--- src/rtl/fp_align_pipe.sv ---
// Two-stage floating-point operand aligner: stage 1 orders the operands by magnitude,
// stage 2 right-shifts the smaller significand and produces guard/round/sticky bits.
module fp_align_pipe #(
  parameter int EXP_W = 5,
  parameter int MAN_W = 10
) (
  input  logic                 clk,
  input  logic                 rst,
  input  logic                 in_valid,
  output logic                 in_ready,
  input  logic [EXP_W+MAN_W-1:0] in_a,
  input  logic [EXP_W+MAN_W-1:0] in_b,
  output logic                 out_valid,
  input  logic                 out_ready,
  output logic [EXP_W-1:0]     big_exp,
  output logic [MAN_W:0]       big_sig,
  output logic [MAN_W+2:0]     small_sig,
  output logic                 sticky,
  output logic                 swapped
);

  localparam int W     = EXP_W + MAN_W;
  localparam int SIG_W = MAN_W + 1;
  localparam int EXT_W = MAN_W + 3;

  logic             s1_valid, s2_valid;
  logic             s1_adv, s2_adv;
  logic [EXP_W-1:0] s1_big_exp, s1_diff;
  logic [SIG_W-1:0] s1_big_sig, s1_small_sig;
  logic             s1_swapped;

  logic [EXP_W-1:0] a_exp, b_exp, a_eff, b_eff;
  logic [SIG_W-1:0] a_sig, b_sig;
  logic             swap_c;
  logic [EXP_W-1:0] big_eff_c, small_eff_c;
  logic [SIG_W-1:0] big_sig_c, small_sig_c;

  logic [EXT_W-1:0] ext, shifted;
  logic             sticky_c;

  assign s2_adv    = !s2_valid || out_ready;
  assign s1_adv    = !s1_valid || s2_adv;
  assign in_ready  = s1_adv;
  assign out_valid = s2_valid;

  // Subnormals (exp == 0) carry no hidden bit and align as exponent 1.
  assign a_exp  = in_a[W-1:MAN_W];
  assign b_exp  = in_b[W-1:MAN_W];
  assign a_eff  = (a_exp == '0) ? EXP_W'(1) : a_exp;
  assign b_eff  = (b_exp == '0) ? EXP_W'(1) : b_exp;
  assign a_sig  = {(a_exp != '0), in_a[MAN_W-1:0]};
  assign b_sig  = {(b_exp != '0), in_b[MAN_W-1:0]};
  assign swap_c = (in_b > in_a);

  always_comb begin
    big_eff_c   = a_eff;
    small_eff_c = b_eff;
    big_sig_c   = a_sig;
    small_sig_c = b_sig;
    if (swap_c) begin
      big_eff_c   = b_eff;
      small_eff_c = a_eff;
      big_sig_c   = b_sig;
      small_sig_c = a_sig;
    end
  end

  always_ff @(posedge clk or posedge rst) begin
    if (rst) begin
      s1_valid     <= 1'b0;
      s1_big_exp   <= '0;
      s1_big_sig   <= '0;
      s1_small_sig <= '0;
      s1_swapped   <= 1'b0;
      s1_diff      <= '0;
    end else if (s1_adv) begin
      s1_valid <= in_valid;
      if (in_valid) begin
        s1_big_exp   <= big_eff_c;
        s1_big_sig   <= big_sig_c;
        s1_small_sig <= small_sig_c;
        s1_swapped   <= swap_c;
        s1_diff      <= big_eff_c - small_eff_c;
      end
    end
  end

  assign ext = {s1_small_sig, 2'b00};

  // Shifts of EXT_W or more push every bit into sticky.
  always_comb begin
    shifted  = '0;
    sticky_c = 1'b0;
    if (int'(s1_diff) >= EXT_W) begin
      sticky_c = |s1_small_sig;
    end else begin
      shifted  = ext >> s1_diff;
      sticky_c = |(ext & ~({EXT_W{1'b1}} << s1_diff));
    end
  end

  always_ff @(posedge clk or posedge rst) begin
    if (rst) begin
      s2_valid  <= 1'b0;
      big_exp   <= '0;
      big_sig   <= '0;
      small_sig <= '0;
      sticky    <= 1'b0;
      swapped   <= 1'b0;
    end else if (s2_adv) begin
      s2_valid <= s1_valid;
      if (s1_valid) begin
        big_exp   <= s1_big_exp;
        big_sig   <= s1_big_sig;
        small_sig <= shifted;
        sticky    <= sticky_c;
        swapped   <= s1_swapped;
      end
    end
  end

endmodule

--- config.mk ---
export PLATFORM = sky130hd
export DESIGN_NAME = fp_align_pipe
export DESIGN_NICKNAME = d
export VERILOG_FILES = /design/src/rtl/fp_align_pipe.sv
export SDC_FILE = /design/constraint.sdc
export NUM_CORES = 1
export LEC_CHECK = 0
export CORE_ASPECT_RATIO = 0.8
export CORE_MARGIN = 1
export CORE_UTILIZATION = 57
export DETAILED_ROUTE_END_ITERATION = 12
export PLACE_DENSITY = 0.84
export SLEW_MARGIN = 20
export SYNTH_ARGS = -nofsm -noshare
export SYNTH_HDL_FRONTEND = slang
export SYNTH_SLANG_ARGS = --single-unit
--- constraint.sdc ---
create_clock -name clk -period 4.7 [get_ports clk]
set_clock_uncertainty 0.1 [all_clocks]
set_input_delay 0.94 -clock clk [delete_from_list [all_inputs] [get_ports clk]]
set_output_delay 0.94 -clock clk [all_outputs]
set_load 0.05 [all_outputs]
==> flow_summary.toml, run 1 <==
[yosys]
synthArstFlopShare = 1.000
syn_inst = 424
ys.flop_type = "dfrtp_1"
syn-num-nets = 478
netlist_area_sq_um = 4174
synth_cell_type_count = 58
avgSynthCellArea_sq_um = 9.844
ys_ff_latch = 66
synth-edff-count = 0
yosys_warnings = 0
seq_area_frac_synth = 0.3957

[timing]
finalHoldViolCount = 0
setup_tns_ns = 0
fmax_mhz = 243.4
rsz0062_at_grt = "false"
setup_violations = 0
min_period_ns = 4.108
slew_headroom = 0.3599
worst_pin_slew_ns = 0.9587
fin_crit_sh = 0.8740
report.final.slew_viol_count = 0

[setup_path]
timing.reg2reg.setup_slack_ns = 2.25
path_cells = "clkdlybuf4s50_1 -> inv_1 -> ha_1 -> nand4_2 -> nor2_2 -> o31ai_2 -> a21oi_4 -> buf_4 -> mux2_2 -> ha_1 -> a21o_1 -> a21oi_1 -> xnor2_1 -> o21ai_0"
r2r_cells = 6
required_ns = 4.81
crit_top_cell = "ha_1"
arrival_ns = 4.22
path_class = "in -> reg"
crit_family = "buffers and inverters"
crit_slowest_cell = "clkdlybuf4s50_1"
cp_max_fo = 14
end_kind = "flop"
r2r-start = "out_valid"
rr_endpoint = "s1_small_sig[10]"
critPathBufInv = 3
critPathLaunchType = "primary input"
critPathMaxStageDelay_ns = 0.59

[clocking]
cts_tree = "yes"
htreeDepth = 3
hold_buffers = 0
clk-insertion-delay-late_ns = 0.35
cts_sinks = 66
clockBufferDepth = 2
clk_pin_slew_ns = 0.08
numCtsBuffers = 9
cts-root-buf = "clkbuf_8"
cts_setup_buffers = 0
ctsResizeCount = 0

[cells_and_area]
n_antenna_cell = 0
nets = 537
multiInputGateArea_sq_um = 2292
final_area_sq_um = 5136
fill_cells = 516
syn_to_final_growth_pct = 23.05
seq_area_sq_um = 1652
drive_gt1_frac = 0.1434

[grt]
antenna_found_initial = 0
grtUsageTotal = 0.3092
overflow = 0
grt_pass1_wl_um = 18420
grt_max_degree = 48
grt_pass1_vias = 3743

[place]
hpwl_um = 7813
dpl_cell_area_sq_um = 4886
port-buffer-count = 66
place_congestion = 0.9240

[floorplanning]
rows = 27
start_util = 0.5969
die_area_sq_um = 7671
core_area_sq_um = 6993
die_h_um = 78.54
fp.dieW_um = 97.68
io_pins = 67

[outcome]
failed_checks = "design-rule violations"
status = "complete, but fails checks"

[route]
wl_per_cell_um = 19.08
antenna_left = 0
drtIter0Drc = 233
num_vias = 3664
dr.pass1.iters = 9
drc = 6
routed_via_density = 6.372
finalWirelength_um = 10970

[power_and_ir_drop]
switching_share = 0.4104
pwr-share-clk = 0.238
power_frac_comb = 0.425
p_int_uw = 1513
power_uw = 2566
power_density_nw_per_um2 = 499.6
leakage_uw = 0.002230
p_switching_uw = 1053
p_seq_frac = 0.337
vdd_drop_max_mv = 0.2477

[min_path]
whs_endpoint = "small_sig[11]"
hold_start = "small_sig[11]"
holdPathStages = 2
hp-class = "reg -> reg"

[run]
drv_cap = 0
## Yosys cell counts, drive strengths merged (3+ instances only)
library cell | instances | area, sq um
inv | 24 | 90.08
nand3 | 12 | 60.06
o211ai | 18 | 135.1
o2111ai | 13 | 113.9
nand2 | 48 | 180.2
nor4 | 4 | 40.04
and2 | 3 | 18.77
a22oi | 5 | 37.54
nor2 | 23 | 88.84
o22ai | 3 | 18.77
buf | 12 | 75.07
a21oi | 16 | 91.34
o311ai | 11 | 148.9
o21ai | 30 | 161.4
mux2 | 24 | 274.0
mux2i | 24 | 240.2
a22o | 9 | 78.83
nand2b | 4 | 25.02
nand3b | 3 | 22.52
clkbuf | 17 | 65.06
nor3 | 3 | 15.01
a211oi | 3 | 32.53
dfrtp | 66 | 1652
nand4 | 3 | 31.28
ha | 19 | 237.7
## area by class of cell
type / count / share of cell area
Sequential cell: 66 / 0.3216
Timing Repair Buffer: 77 / 0.1447
Tap cell: 87 / 0.02119
Multi-Input combinational cell: 305 / 0.4463
Clock inverter: 6 / 0.02192
Inverter: 24 / 0.01754
Clock buffer: 10 / 0.02680
## worst min-delay path, stage by stage (launching register included)
cell     delay [ns]
dfrtp_1        0.35
nand2_1        0.06
o41ai_1        0.05
## through the flow
step	util	setup WS [ns]	std cells	hold slack, ns
final	0.7345	0.5923	575	0.3844
after global routing	0.7345	0.3564	575	0.4172
after CTS	0.7345	0.6289	575	0.3905
after detailed placement	0.6987	0.2961	559	0.3682
after global placement	0.6987	0.4285	559	0.3600
after floorplan	-	1.070	424	0.3460
## power groups by stage
| stage | Clock (uW) | Sequential (uW) | Combinational, uW |
|---|---|---|---|
| after global routing | 638 | 888 | 1160 |
| after CTS | 610 | 863 | 1090 |
| final | 610 | 865 | 1090 |
| after floorplan | 0 | 1120 | 494 |
| after detailed placement | 0 | 874 | 1080 |
| after global placement | 0 | 866 | 1070 |
## sequential cells by signal (all words and copies together) (netlist names)
signal and cells:
s1_valid 1, big_exp 5, small_sig 13, big_sig 11, swapped 1, s1_small_sig 11
s1_big_exp 5, sticky 1, s1_swapped 1, s1_diff 5, out_valid 1, s1_big_sig 11
## layer usage
layer,track usage,part of all wire
met2,0.5071,0.46
met4,0.08636,0.010
met5,0,0
met3,0.06055,0.079
met1,0.4193,0.45
## how the worst max path moves through the flow
stage | startpoint | cells past startpoint | slack (ns) | to
after global routing | in_a[13] | 15 | 0.36 | s1_diff[4]
after CTS | in_a[12] | 14 | 0.63 | s1_diff[4]
final | in_a[13] | 14 | 0.59 | s1_diff[4]
after detailed placement | in_a[12] | 14 | 0.30 | s1_diff[4]
after global placement | in_a[4] | 14 | 0.43 | s1_diff[4]
after floorplan | in_a[4] | 14 | 1.07 | s1_diff[4]
## logic make-up after synthesis
group	synth area share
buffers and inverters	0.05515
flip-flops	0.3957
multiplexers	0.1232
adder cells (fa/ha/maj)	0.06175
XOR/XNOR	0.008395
AND/OR/NAND/NOR	0.1250
AO/OA/AOI/OAI	0.2308
## cells in the final DEF, fill, tap and decap left out, drive strengths merged, types with 2 or more instances in the layout
cell type and instances:
o41ai 2, nand2b 4, a21oi 16, nor3 3, o22ai 3, bufinv 3
nor2b 2, dfrtp 66, o311ai 11, buf 11, o32ai 2, a22oi 5
clkdlybuf4s50 66, xnor2 2, nor2 23, nand3 12, mux2i 24, and3 2
nand4 3, nand3b 3, a22o 9, clkinv 2, clkbuf 10, nand2 48
a21o 2, a211oi 3, o211ai 18, xor2 2, mux2 24, o2111ai 13
nor4 4, inv 25, o21ai 30, and2 3, a211o 2, ha 19
Note: power is estimated with default switching activity, not from simulation.
==> run 2: changes to the inputs <==
--- a/config.mk
+++ b/config.mk
@@ -5,12 +5,12 @@
 export SDC_FILE = /design/constraint.sdc
 export NUM_CORES = 1
 export LEC_CHECK = 0
+export ABC_CLOCK_PERIOD_IN_PS = 4700
 export CORE_ASPECT_RATIO = 0.8
 export CORE_MARGIN = 1
 export CORE_UTILIZATION = 57
 export DETAILED_ROUTE_END_ITERATION = 12
 export PLACE_DENSITY = 0.84
-export SLEW_MARGIN = 20
 export SYNTH_ARGS = -nofsm -noshare
 export SYNTH_HDL_FRONTEND = slang
 export SYNTH_SLANG_ARGS = --single-unit
==> results of run 2 <==
Final layout, timing and power as in run 1 (identical DEF).
==> run 3: changes to the inputs <==
==> config.mk (replaced) <==
export PLATFORM = sky130hd
export DESIGN_NAME = fp_align_pipe
export DESIGN_NICKNAME = d
export VERILOG_FILES = /design/src/rtl/fp_align_pipe.sv
export SDC_FILE = /design/constraint.sdc
export NUM_CORES = 1
export LEC_CHECK = 0
export ABC_CLOCK_PERIOD_IN_PS = 3350
export CORE_ASPECT_RATIO = 0.8
export CORE_MARGIN = 1
export CORE_UTILIZATION = 49
export DETAILED_ROUTE_END_ITERATION = 12
export PLACE_DENSITY = 0.77
export SKIP_LAST_GASP = 1
export SYNTH_ARGS = -nofsm -noshare
export SYNTH_HDL_FRONTEND = slang
export SYNTH_SLANG_ARGS = --single-unit
==> constraint.sdc (replaced) <==
create_clock -name clk -period 3.35 [get_ports clk]
set_clock_uncertainty 0.1 [all_clocks]
set_input_delay 0.67 -clock clk [delete_from_list [all_inputs] [get_ports clk]]
set_output_delay 0.67 -clock clk [all_outputs]
set_load 0.05 [all_outputs]
==> run 3 against run 2 <==
  * The flow now finishes without violations
  * First-iteration DRC count rose by 8.6%
  * Clock power rose by 15%
  * Final cell count rose by 13%
  * Routed wire length rose by 16%
  * Clock-buffer cell count did not move
  * Combinational power rose by 53%
  * Die area rose by 16%
  * Non-clock buffer count rose by 56
  * Largest cell class unchanged
  * Largest power group unchanged
==> flow_summary.toml, run 3 (synthesis results as in run 1) <==
[power_and_ir_drop]
power_density_nw_per_um2 = 616.0
power_uw = 3594
p_seq_frac = 0.339
p_int_uw = 2055
leakage_uw = 0.002646
vdd_drop_max_mv = 0.4443
power_frac_comb = 0.466
switching_share = 0.4283
pwr-share-clk = 0.195
p_switching_uw = 1539

[grt]
antenna_found_initial = 0
grt_max_degree = 47
grt_pass1_vias = 4143
grtUsageTotal = 0.2957
overflow = 0
grt_pass1_wl_um = 20670

[cells_and_area]
layout_common_cells = "dfrtp_1 (66), buf_4 (64), nand2_1 (48), clkdlybuf4s50_1 (35), o21ai_0 (26)"
largest_reg_flops = 13
final_area_sq_um = 5834
syn_to_final_growth_pct = 39.78
final_common_cell = "dfrtp_1"
largest-register = "small_sig"
n_antenna_cell = 0
drive_gt1_frac = 0.2941
nets = 593

[floorplanning]
die_h_um = 84.55
io_pins = 67
die_area_sq_um = 8894
rows = 29
core_area_sq_um = 8092
fp.dieW_um = 105.2
start_util = 0.5158

[timing]
setup_tns_ns = 0
rsz0062_at_grt = "true"
report.final.slew_viol_count = 0
finalHoldViolCount = 0
fmax_mhz = 299.1
setup_violations = 0
fin_crit_sh = 0.9982
setup_slack_ns = 0.006121
worst_pin_slew_ns = 0.8514
min_period_ns = 3.344
whs_ns = 0.3929
slew_headroom = 0.4324

[place]
hpwl_um = 8614
dp_slack_ns = -0.6429
place_congestion = 0.8943
port-buffer-count = 66
dpl_cell_area_sq_um = 5319

[clocking]
cts_sinks = 66
clk-insertion-delay-late_ns = 0.35
clockBufferDepth = 2
numCtsBuffers = 9
hold_buffers = 0
htreeDepth = 3
cts_tree = "yes"
clk_pin_slew_ns = 0.08
cts-root-buf = "clkbuf_8"

[setup_path]
critPathLaunchType = "primary input"
cp_max_fo = 4
timing.reg2reg.setup_slack_ns = 1.14
arrival_ns = 3.47
rr_endpoint = "small_sig[1]"
r2r-start = "s1_diff[1]"
end_kind = "flop"
required_ns = 3.48
path_class = "in -> reg"
r2r_cells = 5

[min_path]
hp-class = "reg -> reg"
whs_endpoint = "small_sig[6]"
holdPathStages = 2
hold_start = "small_sig[6]"

[route]
drc = 0
num_vias = 4032
wl_per_cell_um = 19.49
dr.pass1.iters = 5
drtIter0Drc = 253
routed_via_density = 6.184
finalWirelength_um = 12710
antenna_left = 0

[run]
drv_cap = 0

[outcome]
status = "finished clean"
==> run 3: cell types whose count changed in the layout (fill, tap and decap cells not counted), sizes merged <==
cell / change
buf: +57
clkdlybuf4s50: -31
dlymetal6s2s: +16
dlygate4sd2: +14
bufinv: -2
clkinv: +1
clkinvlp: +1
==> run 3: per-layer routing <==
metal | global-route usage | vias to the layer above | routed length [um]
li1 | - | 1806 | -
met3 | 0.06211 | 40 | 954
met1 | 0.4136 | 1958 | 5713
met5 | 0 | - | 0
met2 | 0.4557 | 228 | 5736
met4 | 0.1037 | 0 | 306
==> run 3: repair_timing <==
item | in CTS | in global routing
pin swaps | 20 | 14
buffers inserted | 6 | 1
gates resized for setup | 48 | 24
hold endpoints to repair | 0 | 0
endpoints found under the setup margin | 3 | 3
==> run 3: worst max-delay path, stage by stage <==
cell and delay (ns):
dlygate4sd2_1 0.25, inv_2 0.07, ha_4 0.26, a211oi_2 0.24
nor2_2 0.08, o31a_1 0.36, o21ai_4 0.26, mux2i_2 0.29
ha_4 0.17, fa_2 0.20, inv_1 0.04, a21o_1 0.19
a21oi_2 0.15, xnor2_1 0.13, o21ai_0 0.09
==> run 3: layout make-up <==
type	instances	area, sq um
flip-flops and latches	66	1652
repair buffers	133	1216
well taps	108	135.1
multi-input cells	305	2539
fillers	580	2257
inverters	24	90.09
clock inverters	6	65.06
clock buffers	10	137.6
==> run 3: worst max-delay path by stage <==
stage	start	to	slack, ns	depth (start not counted)
floorplan	in_a[8]	s1_diff[4]	0.01	14
CTS	in_b[7]	s1_diff[3]	0.001	13
global route	in_a[4]	s1_diff[4]	-0.06	15
finish	in_a[4]	s1_diff[4]	0.006	15
global placement	in_a[4]	s1_diff[4]	-0.49	15
detailed placement	in_a[4]	s1_diff[3]	-0.64	14
==> run 3: stage by stage <==
step / utilization / std cells
2_1_floorplan: - / 424
3_3_place_gp: 0.6573 / 629
3_5_place_dp: 0.6573 / 629
4_1_cts: 0.7074 / 651
5_1_grt: 0.7210 / 652
6_report: 0.7210 / 652
==> run 3: power groups by stage <==
stage               clock (uW)  sequential [uW]  combinational, uW
floorplan                    0             1570                695
global placement             0             1210               1560
detailed placement           0             1230               1600
CTS                        709             1210               1640
global route               748             1250               1790
finish                     702             1220               1670
